File: src/rtl/unified_mem_arbiter_pkg.sv
// unified_mem_arbiter_pkg: state and owner encodings shared by the memory arbiter files
package unified_mem_arbiter_pkg;
  typedef enum logic [1:0] {IDLE, REQ, RESP} state_e;
  typedef enum logic {OWN_I, OWN_D} owner_e;
endpackage

File: src/rtl/unified_mem_arbiter_rr_arb2.sv
// rr_arb2: two-requester round-robin picker, req[0]=fetch, req[1]=data
module rr_arb2
  import unified_mem_arbiter_pkg::*;
(
  input  logic [1:0] req,
  input  logic       last_owner,
  output logic       owner
);
  always_comb owner = &req ? ~last_owner : (req[1] ? OWN_D : OWN_I);
endmodule

File: src/rtl/unified_mem_arbiter.sv
// unified_mem_arbiter: shares one memory port between fetch and load/store, one transaction at a time
module unified_mem_arbiter
  import unified_mem_arbiter_pkg::*;
#(
  parameter int ADDR_W  = 32,
  parameter int DATA_W  = 32,
  parameter int TIMEOUT = 64
) (
  input  logic              clk,
  input  logic              rst,
  input  logic              i_req,
  input  logic [ADDR_W-1:0] i_addr,
  output logic              i_gnt,
  output logic              i_rvalid,
  output logic [DATA_W-1:0] i_rdata,
  input  logic              d_req,
  input  logic [3:0]        d_we,
  input  logic [ADDR_W-1:0] d_addr,
  input  logic [DATA_W-1:0] d_wdata,
  output logic              d_gnt,
  output logic              d_rvalid,
  output logic [DATA_W-1:0] d_rdata,
  output logic              mem_req,
  output logic [ADDR_W-1:0] mem_addr,
  output logic [3:0]        mem_we,
  output logic [DATA_W-1:0] mem_wdata,
  input  logic              mem_ready,
  input  logic              mem_rvalid,
  input  logic [DATA_W-1:0] mem_rdata,
  output logic              bus_err
);
  state_e            state_q, state_d;
  logic              owner_q, owner_d, last_q, last_d, pick;
  logic [ADDR_W-1:0] addr_q, addr_d;
  logic [3:0]        we_q, we_d;
  logic [DATA_W-1:0] wdata_q, wdata_d, rd;
  logic [31:0]       cnt_q, cnt_d;
  logic              expired, done, gnt, fin;
  rr_arb2 u_arb (.req({d_req, i_req}), .last_owner(last_q), .owner(pick));
  always_comb begin
    expired = TIMEOUT != 0 && cnt_q == 32'(TIMEOUT - 1) && !mem_rvalid;
    done    = mem_rvalid || expired;
    gnt     = !rst && state_q == REQ && mem_ready;
    fin     = !rst && state_q == RESP && done;
    rd      = (fin && mem_rvalid && we_q == 4'd0) ? mem_rdata : '0;
    state_d = state_q;
    owner_d = owner_q;
    last_d  = last_q;
    addr_d  = addr_q;
    we_d    = we_q;
    wdata_d = wdata_q;
    cnt_d   = cnt_q;
    if (state_q == IDLE && (i_req || d_req)) begin
      state_d = REQ;
      owner_d = pick;
      last_d  = pick;
      addr_d  = pick == OWN_D ? d_addr : i_addr;
      we_d    = pick == OWN_D ? d_we : 4'd0;
      wdata_d = pick == OWN_D ? d_wdata : '0;
    end
    if (state_q == REQ && mem_ready) begin
      state_d = RESP;
      cnt_d   = '0;
    end
    if (state_q == RESP) begin
      state_d = done ? IDLE : RESP;
      cnt_d   = done ? cnt_q : cnt_q + 32'd1;
    end
  end
  always_ff @(posedge clk) begin
    if (rst) begin
      state_q <= IDLE;
      owner_q <= OWN_I;
      last_q  <= OWN_D;
      addr_q  <= '0;
      we_q    <= '0;
      wdata_q <= '0;
      cnt_q   <= '0;
    end else begin
      state_q <= state_d;
      owner_q <= owner_d;
      last_q  <= last_d;
      addr_q  <= addr_d;
      we_q    <= we_d;
      wdata_q <= wdata_d;
      cnt_q   <= cnt_d;
    end
  end
  assign mem_req   = state_q == REQ;
  assign mem_addr  = addr_q;
  assign mem_we    = we_q;
  assign mem_wdata = wdata_q;
  assign i_gnt     = gnt && owner_q == OWN_I;
  assign d_gnt     = gnt && owner_q == OWN_D;
  assign i_rvalid  = fin && owner_q == OWN_I;
  assign d_rvalid  = fin && owner_q == OWN_D;
  assign i_rdata   = owner_q == OWN_I ? rd : '0;
  assign d_rdata   = owner_q == OWN_D ? rd : '0;
  assign bus_err   = fin && !mem_rvalid;
endmodule

File: config.mk
export PLATFORM = sky130hd
export DESIGN_NAME = unified_mem_arbiter
export DESIGN_NICKNAME = d
export VERILOG_FILES = /design/src/rtl/unified_mem_arbiter_pkg.sv /design/src/rtl/unified_mem_arbiter_rr_arb2.sv /design/src/rtl/unified_mem_arbiter.sv
export SDC_FILE = /design/constraint.sdc
export NUM_CORES = 1
export LEC_CHECK = 0
export ABC_CLOCK_PERIOD_IN_PS = 1800
export BUFFER_PORTS_ARGS = -buffer_cell sky130_fd_sc_hd__clkbuf_2
export CORE_ASPECT_RATIO = 0.8
export CORE_MARGIN = 5
export CORE_UTILIZATION = 41
export CTS_CLUSTER_SIZE = 12
export DETAILED_ROUTE_END_ITERATION = 10
export HOLD_SLACK_MARGIN = 0.15
export MAX_ROUTING_LAYER = met4
export PLACE_DENSITY = 0.74
export SLEW_MARGIN = 30
export SYNTH_ARGS = -nofsm -noshare
export SYNTH_HDL_FRONTEND = slang
export SYNTH_SLANG_ARGS = --single-unit
File: constraint.sdc
create_clock -name clk -period 1.8 [get_ports clk]
set_input_delay 0.09 -clock clk [delete_from_list [all_inputs] [get_ports clk]]
set_output_delay 0.09 -clock clk [all_outputs]
set_load 0.02 [all_outputs]
* Word level (Yosys, flattened, before mapping) *
Cells that the tools add are included.

cells by class
  bitwise logic cells = 2
  $add $sub $neg = 1
  eq/ne operators = 4
  multiplexer cells = 15
  reductions and logical operators = 24

operators with widths
  kind                   number
  $mux 32                8
  $add 32x1->32 const B  1
  $eq 32x6->1 const B    1
  $logic_and 1x1->1      14
  $mux 2                 4
  $logic_not 4->1        1
  $mux 4                 1
  $reduce_and 2->1       2
  $reduce_bool 3->1      1
  $eq 2x1->1 const B     1
  $eq 2x2->1 const B     1
  $logic_not 1->1        2
  $logic_not 2->1        1
  $logic_or 1x1->1       2
  $mux 1                 2
  $ne 2x2->1 const B     1
  $not 1->1              2
  $reduce_bool 2->1      1

storage, ports and cells
  flip-flop bits (word level) = 104
  output and inout bits = 138
  word-level logic and storage cells = 53
  input bits = 138

* Longest topological paths before layout *
  depth after elaboration = 8
  gate-level depth with buffers = 8
  gate-level depth less buffers = 7

* Modules after synthesis *
Synthesis repeated with hierarchy kept, for this count alone.

unflattened totals
  cell total of the unflattened synthesis = 628
  area total of the unflattened synthesis = 5057.4 sq um

modules (own cells, without submodules)
  module               area an instance (sq um)  cells each  times used  sequential area each (sq um)
  unified_mem_arbiter  5046.1                    627         1           2082.0
  rr_arb2              11.3                      1           1           0.0

* Worst setup path before layout *
No wires, ideal clock.

  kind = register to register
  from = register cnt_q[0]
  to = register cnt_q[10]
  required time = 1.732 ns
  data arrival time = 1.880 ns
  stages on the path, launching flop included = 9
  path buffers = 1
  clock period less this slack = 1.948 ns
  setup slack = -0.148 ns
  library setup time = 0.068 ns
  cell sequence = dfxtp_1 -> ha_1 -> nand3_2 -> or2_1 -> o31a_4 -> a21boi_2 -> buf_4 -> o21ai_1 -> a21oi_2

on the way
  longest elaborated chain between the ends = 5
  elaborated cells between the ends (all ways) = 8
  those cells by class = add/sub (1); eq/ne (2); mux (2); reduce/logical (3)

ends and longest elaborated chain
  what                                                   line                       text
  start: declaration                                     unified_mem_arbiter.sv:37  logic [31:0] cnt_q, cnt_d;
  start signal: assignment                               unified_mem_arbiter.sv:86  cnt_q <= cnt_d;
  branches (longest 5 deep; another with $add 32x1->32)  n/a

Several ways; the timed one is not identified. The select of a mux whose other input is x is not followed.
A chain may end at the register's enable or synchronous reset.

* Final worst setup path *
  from = register cnt_q[8]
  to = output port d_rvalid

on the way
  longest elaborated chain between the ends = 5

ends and longest elaborated chain
  what               line                       text
  $eq 32x6->1        unified_mem_arbiter.sv:41  expired = TIMEOUT != 0 && cnt_q == 32'(TIMEOUT - 1) && !mem_rvalid;
  $logic_and 1x1->1  unified_mem_arbiter.sv:41
  $logic_or 1x1->1   unified_mem_arbiter.sv:42  done = mem_rvalid || expired;
  $logic_and 1x1->1  unified_mem_arbiter.sv:44  fin = !rst && state_q == RESP && done;
  $logic_and 1x1->1  unified_mem_arbiter.sv:96  assign d_rvalid = fin && owner_q == OWN_D;
  end: declaration   unified_mem_arbiter.sv:21  output logic d_rvalid,

No other way between the ends.

==> run_results.csv <==
group,metric,value,unit
synth,synth_area_leaders,"dfxtp_1 42%, and2_1 8.5%, nor2_1 6.4%",
synth,synthFlopType,"dfxtp_1",
sta,setup_viol,104,
die,io_pins,276,
drt,via_count,7292,
critical_path,critPathMaxFanout,2,
sta,fin_crit,2329,ps
critical_path,path_class,"reg2out",
synth,syn_area,0.005012,mm2
synth,yosysWarnings,0,
drt,ant_nets,0,
power,power_density,657.5,mW/mm2
synth,syn_area_per_cell,8.495,um2
sta,finalHoldViolations,0,
die,core_area,0.01207,mm2
sta,maxSlewHeadroom,29.23,%
sta,setup_tns,-24180,ps
clock_network,numCtsBuffers,9,
die,die_x,133.6,um
global_routing,grt_max_degree,88,
cells_and_area,post-route-util,78.66,%
critical_path,arrival,2240,ps
sta,maxSlewViolCount,0,
cells_and_area,fill_cells,647,
sta,fin_ws,-528.6,ps
power,vdd_drop_max,0.0005119,V
worst_hold_path,worstHoldPathType,"in2reg",
die,rows,36,
clock_network,cts_tree,"yes",
power,p_leak,0.004327,uW
synth,yosys_register_bits,104,
critical_path,r2r_start,"cnt_q[8]$_SDFFE_PP0P_",
global_routing,overflow,0,
critical_path,cp_slowest_stage_delay,370,ps
global_routing,grt_util_all_layers,33.48,%
global_routing,antenna_found_initial,2,
critical_path,r2r_setup_slack,-400,ps
status,status,"complete, but fails checks",
critical_path,reg2reg_depth,10,
cells_and_area,drive_gt1_share,48.27,%
critical_path,cp_common_cell,"buf_6",
placement,finalWeightedCongestion,0.9321,
clock_network,cts_root_buf,"clkbuf_16",
global_routing,grt_pass1_vias,6823,
job,cap_violations,0,
sta,rsz0062_at_grt,"true",
synth,synth_top_area_share,41.54,%
global_routing,grt_pass1_wl,36.93,mm
critical_path,worstPathCellList,"nor4_4 > nand4_1 > buf_4 > o31ai_4 > buf_6 > buf_6 > and3_4 > buf_8",
critical_path,endpoint,"d_rvalid",
clock_network,cts.sinks,104,
cells_and_area,syn_to_final_growth,89.44,%
placement,port_buffers,275,
sta,clock_skew,9.602,ps
clock_network,insertion_delay,360,ps
synth,async_flop_share,0,%
drt,post-route-drc-count,0,
critical_path,endpoint_kind,"output port",
critical_path,cpMaxStageDelayCell,"dfxtp_4",
synth,syn_inst,590,
critical_path,start_kind,"flip-flop",
die,dieHeight,108.9,um
synth,synth-seq-area-share,41.54,%
die,start_util,41.52,%
critical_path,r2r-end,"cnt_q[8]$_SDFFE_PP0P_",
clock_network,cts_max_level,3,
synth,yosys.area.top_type,"dfxtp_1",
critical_path,cp.required,1710,ps
drt,wl,29.30,mm
critical_path,startpoint,"cnt_q[8]$_SDFFE_PP0P_",
sta,post-route-period-util,129.4,%
drt,wl_per_cell,24.50,um
synth,synth_nets,729,
placement,hpwl,14.64,mm
sta,tightestPinTransition,1062,ps
status,violations,"negative setup slack",
drt,firstDrtPassIters,5,
synth,synth-edff-count,0,
die,die_area,0.01455,mm2
sta,fmaxAchievable,429.4,MHz
synth,synth.distinct_cells,54,
clock_network,clk_pin_slew,80,ps
drt,vias_per_cell,6.097,
cells_and_area,fin_nets,1177,
clock_network,cts_buffer_depth,2,
drt,drtIter0Drc,899,
repair_timing:
item,4_1_cts,5_1_grt
hold buffers,99,10
resized for setup,169,59
pin swaps,33,24
buffers inserted,7,28
cloned,0,4
hold endpoints to repair,70,10
endpoints found under the setup margin,100,146
flip-flops by register name, summed over array words and instances (netlist names):
| signal | cells |
|---|---|
| cnt_q | 32 |
| last_q | 1 |
| mem_addr | 32 |
| mem_wdata | 32 |
| mem_we | 4 |
| owner_q | 1 |
| state_q | 2 |
how the worst min path moves through the flow:
stage,startpoint,to,slack (ps),cells after the start
floorplan,d_wdata[0],mem_wdata[0]$_SDFFE_PP0P_,240,2
global placement,d_wdata[16],mem_wdata[16]$_SDFFE_PP0P_,320,3
detailed placement,rst,cnt_q[27]$_SDFFE_PP0P_,330,2
CTS,i_addr[9],mem_addr[9]$_SDFFE_PP0P_,160,3
global route,d_addr[2],mem_addr[2]$_SDFFE_PP0P_,130,3
finish,d_addr[28],mem_addr[28]$_SDFFE_PP0P_,120,3
worst max-delay path: cells and delay by family, from the launching register on:
| family | cells | cell delay [ps] |
|---|---|---|
| and+or+nand+nor | 3 | 720 |
| buffers and inverters | 4 | 580 |
| DFF | 1 | 370 |
| AOI/OAI and AO/OA | 1 | 210 |
metal layers:
metal | global-route usage [%] | vias up | share of wire, %
li1 | - | 3027 | -
met1 | 36.78 | 3415 | 34
met2 | 57.07 | 637 | 49
met3 | 7.380 | 213 | 8.9
met4 | 18.72 | 0 | 8.3
met5 | - | - | 0
cell usage in the layout, fill, tap and decap left out, types with 5 or more instances in the layout:
master | synthesis | final
buf_6 | 1 | 15
nand3_1 | 12 | 11
nand4_1 | 7 | 7
and3_1 | 8 | 6
a31oi_1 | 10 | 9
o21ai_0 | 23 | 6
clkbuf_8 | 0 | 50
clkbuf_16 | 0 | 12
and2_1 | 68 | 66
nor3_1 | 10 | 6
dfxtp_2 | 0 | 10
buf_4 | 1 | 98
a22oi_1 | 36 | 36
a21oi_1 | 18 | 10
dfxtp_1 | 104 | 93
a21oi_2 | 1 | 7
mux2i_1 | 32 | 27
nor2_1 | 86 | 81
dlygate4sd3_1 | 0 | 87
clkbuf_2 | 0 | 220
nand2_1 | 22 | 21
o21ai_2 | 0 | 17
o21ai_1 | 8 | 7
nor3_2 | 3 | 7
a211oi_1 | 33 | 26
a211oi_2 | 0 | 7
o31ai_1 | 6 | 6
nor2_2 | 1 | 5
synth_stat cells (3+ instances only):
master,n
nand3_1,12
o21a_1,4
or4_1,3
o21ai_0,23
nor3_2,3
nand2b_1,5
and2_1,68
mux2i_1,32
nor4_1,6
a22oi_1,36
nor3_1,10
dfxtp_1,104
inv_1,4
clkbuf_1,30
and3_1,8
a211oi_1,33
o31ai_1,6
nor2b_1,3
a21oi_1,18
nand2_1,22
a31oi_1,10
a41oi_1,3
nor2_1,86
buf_1,4
o21ai_1,8
buf_2,8
nand4_1,7
logic make-up (layout without fill, tap and decap cells):
logic type / after synthesis / after routing / synth area share, %
AOI/OAI and AO/OA: 156 / 156 / 21.54
xor gates and xnor gates: 1 / 1 / 0.1748
adders and majority gates: 1 / 1 / 0.2496
buffers and inverters: 48 / 500 / 4.019
DFF: 104 / 104 / 41.54
muxes: 32 / 32 / 6.390
other: 0 / 2 / 0
and+or+nand+nor: 248 / 248 / 26.09
per-stage QoR:
stage	hold WS (ps)	std cells	worst slack [ps]	total power [uW]	area, um2
2_1_floorplan	238.3	590	6.040	3211	5034
3_3_place_gp	324.2	1054	-46.17	3697	7097
3_5_place_dp	327.4	1054	-130.5	3715	7097
4_1_cts	162.1	1174	-312.4	5875	9062
5_1_grt	129.4	1196	-545.4	6389	9495
6_report	118.0	1196	-528.6	6243	9495
cell type report:
class                   instances  area (um2)  area share, %
clock inverters                 6       57.56         0.6061
repair buffers                481        3770          39.70
inverters                       4       15.01         0.1581
flip-flops and latches        104        2098          22.10
well taps                     152       190.2          2.003
clock buffers                   9       225.2          2.372
multi-input cells             438        3134          33.01
diodes                          2       5.005        0.05271
power breakdown:
part           internal (uW)  switching, uW
Sequential              2440            113
Clock                    973           1000
Combinational            739            972
No activity file was read; power rests on OpenSTA's default activity.
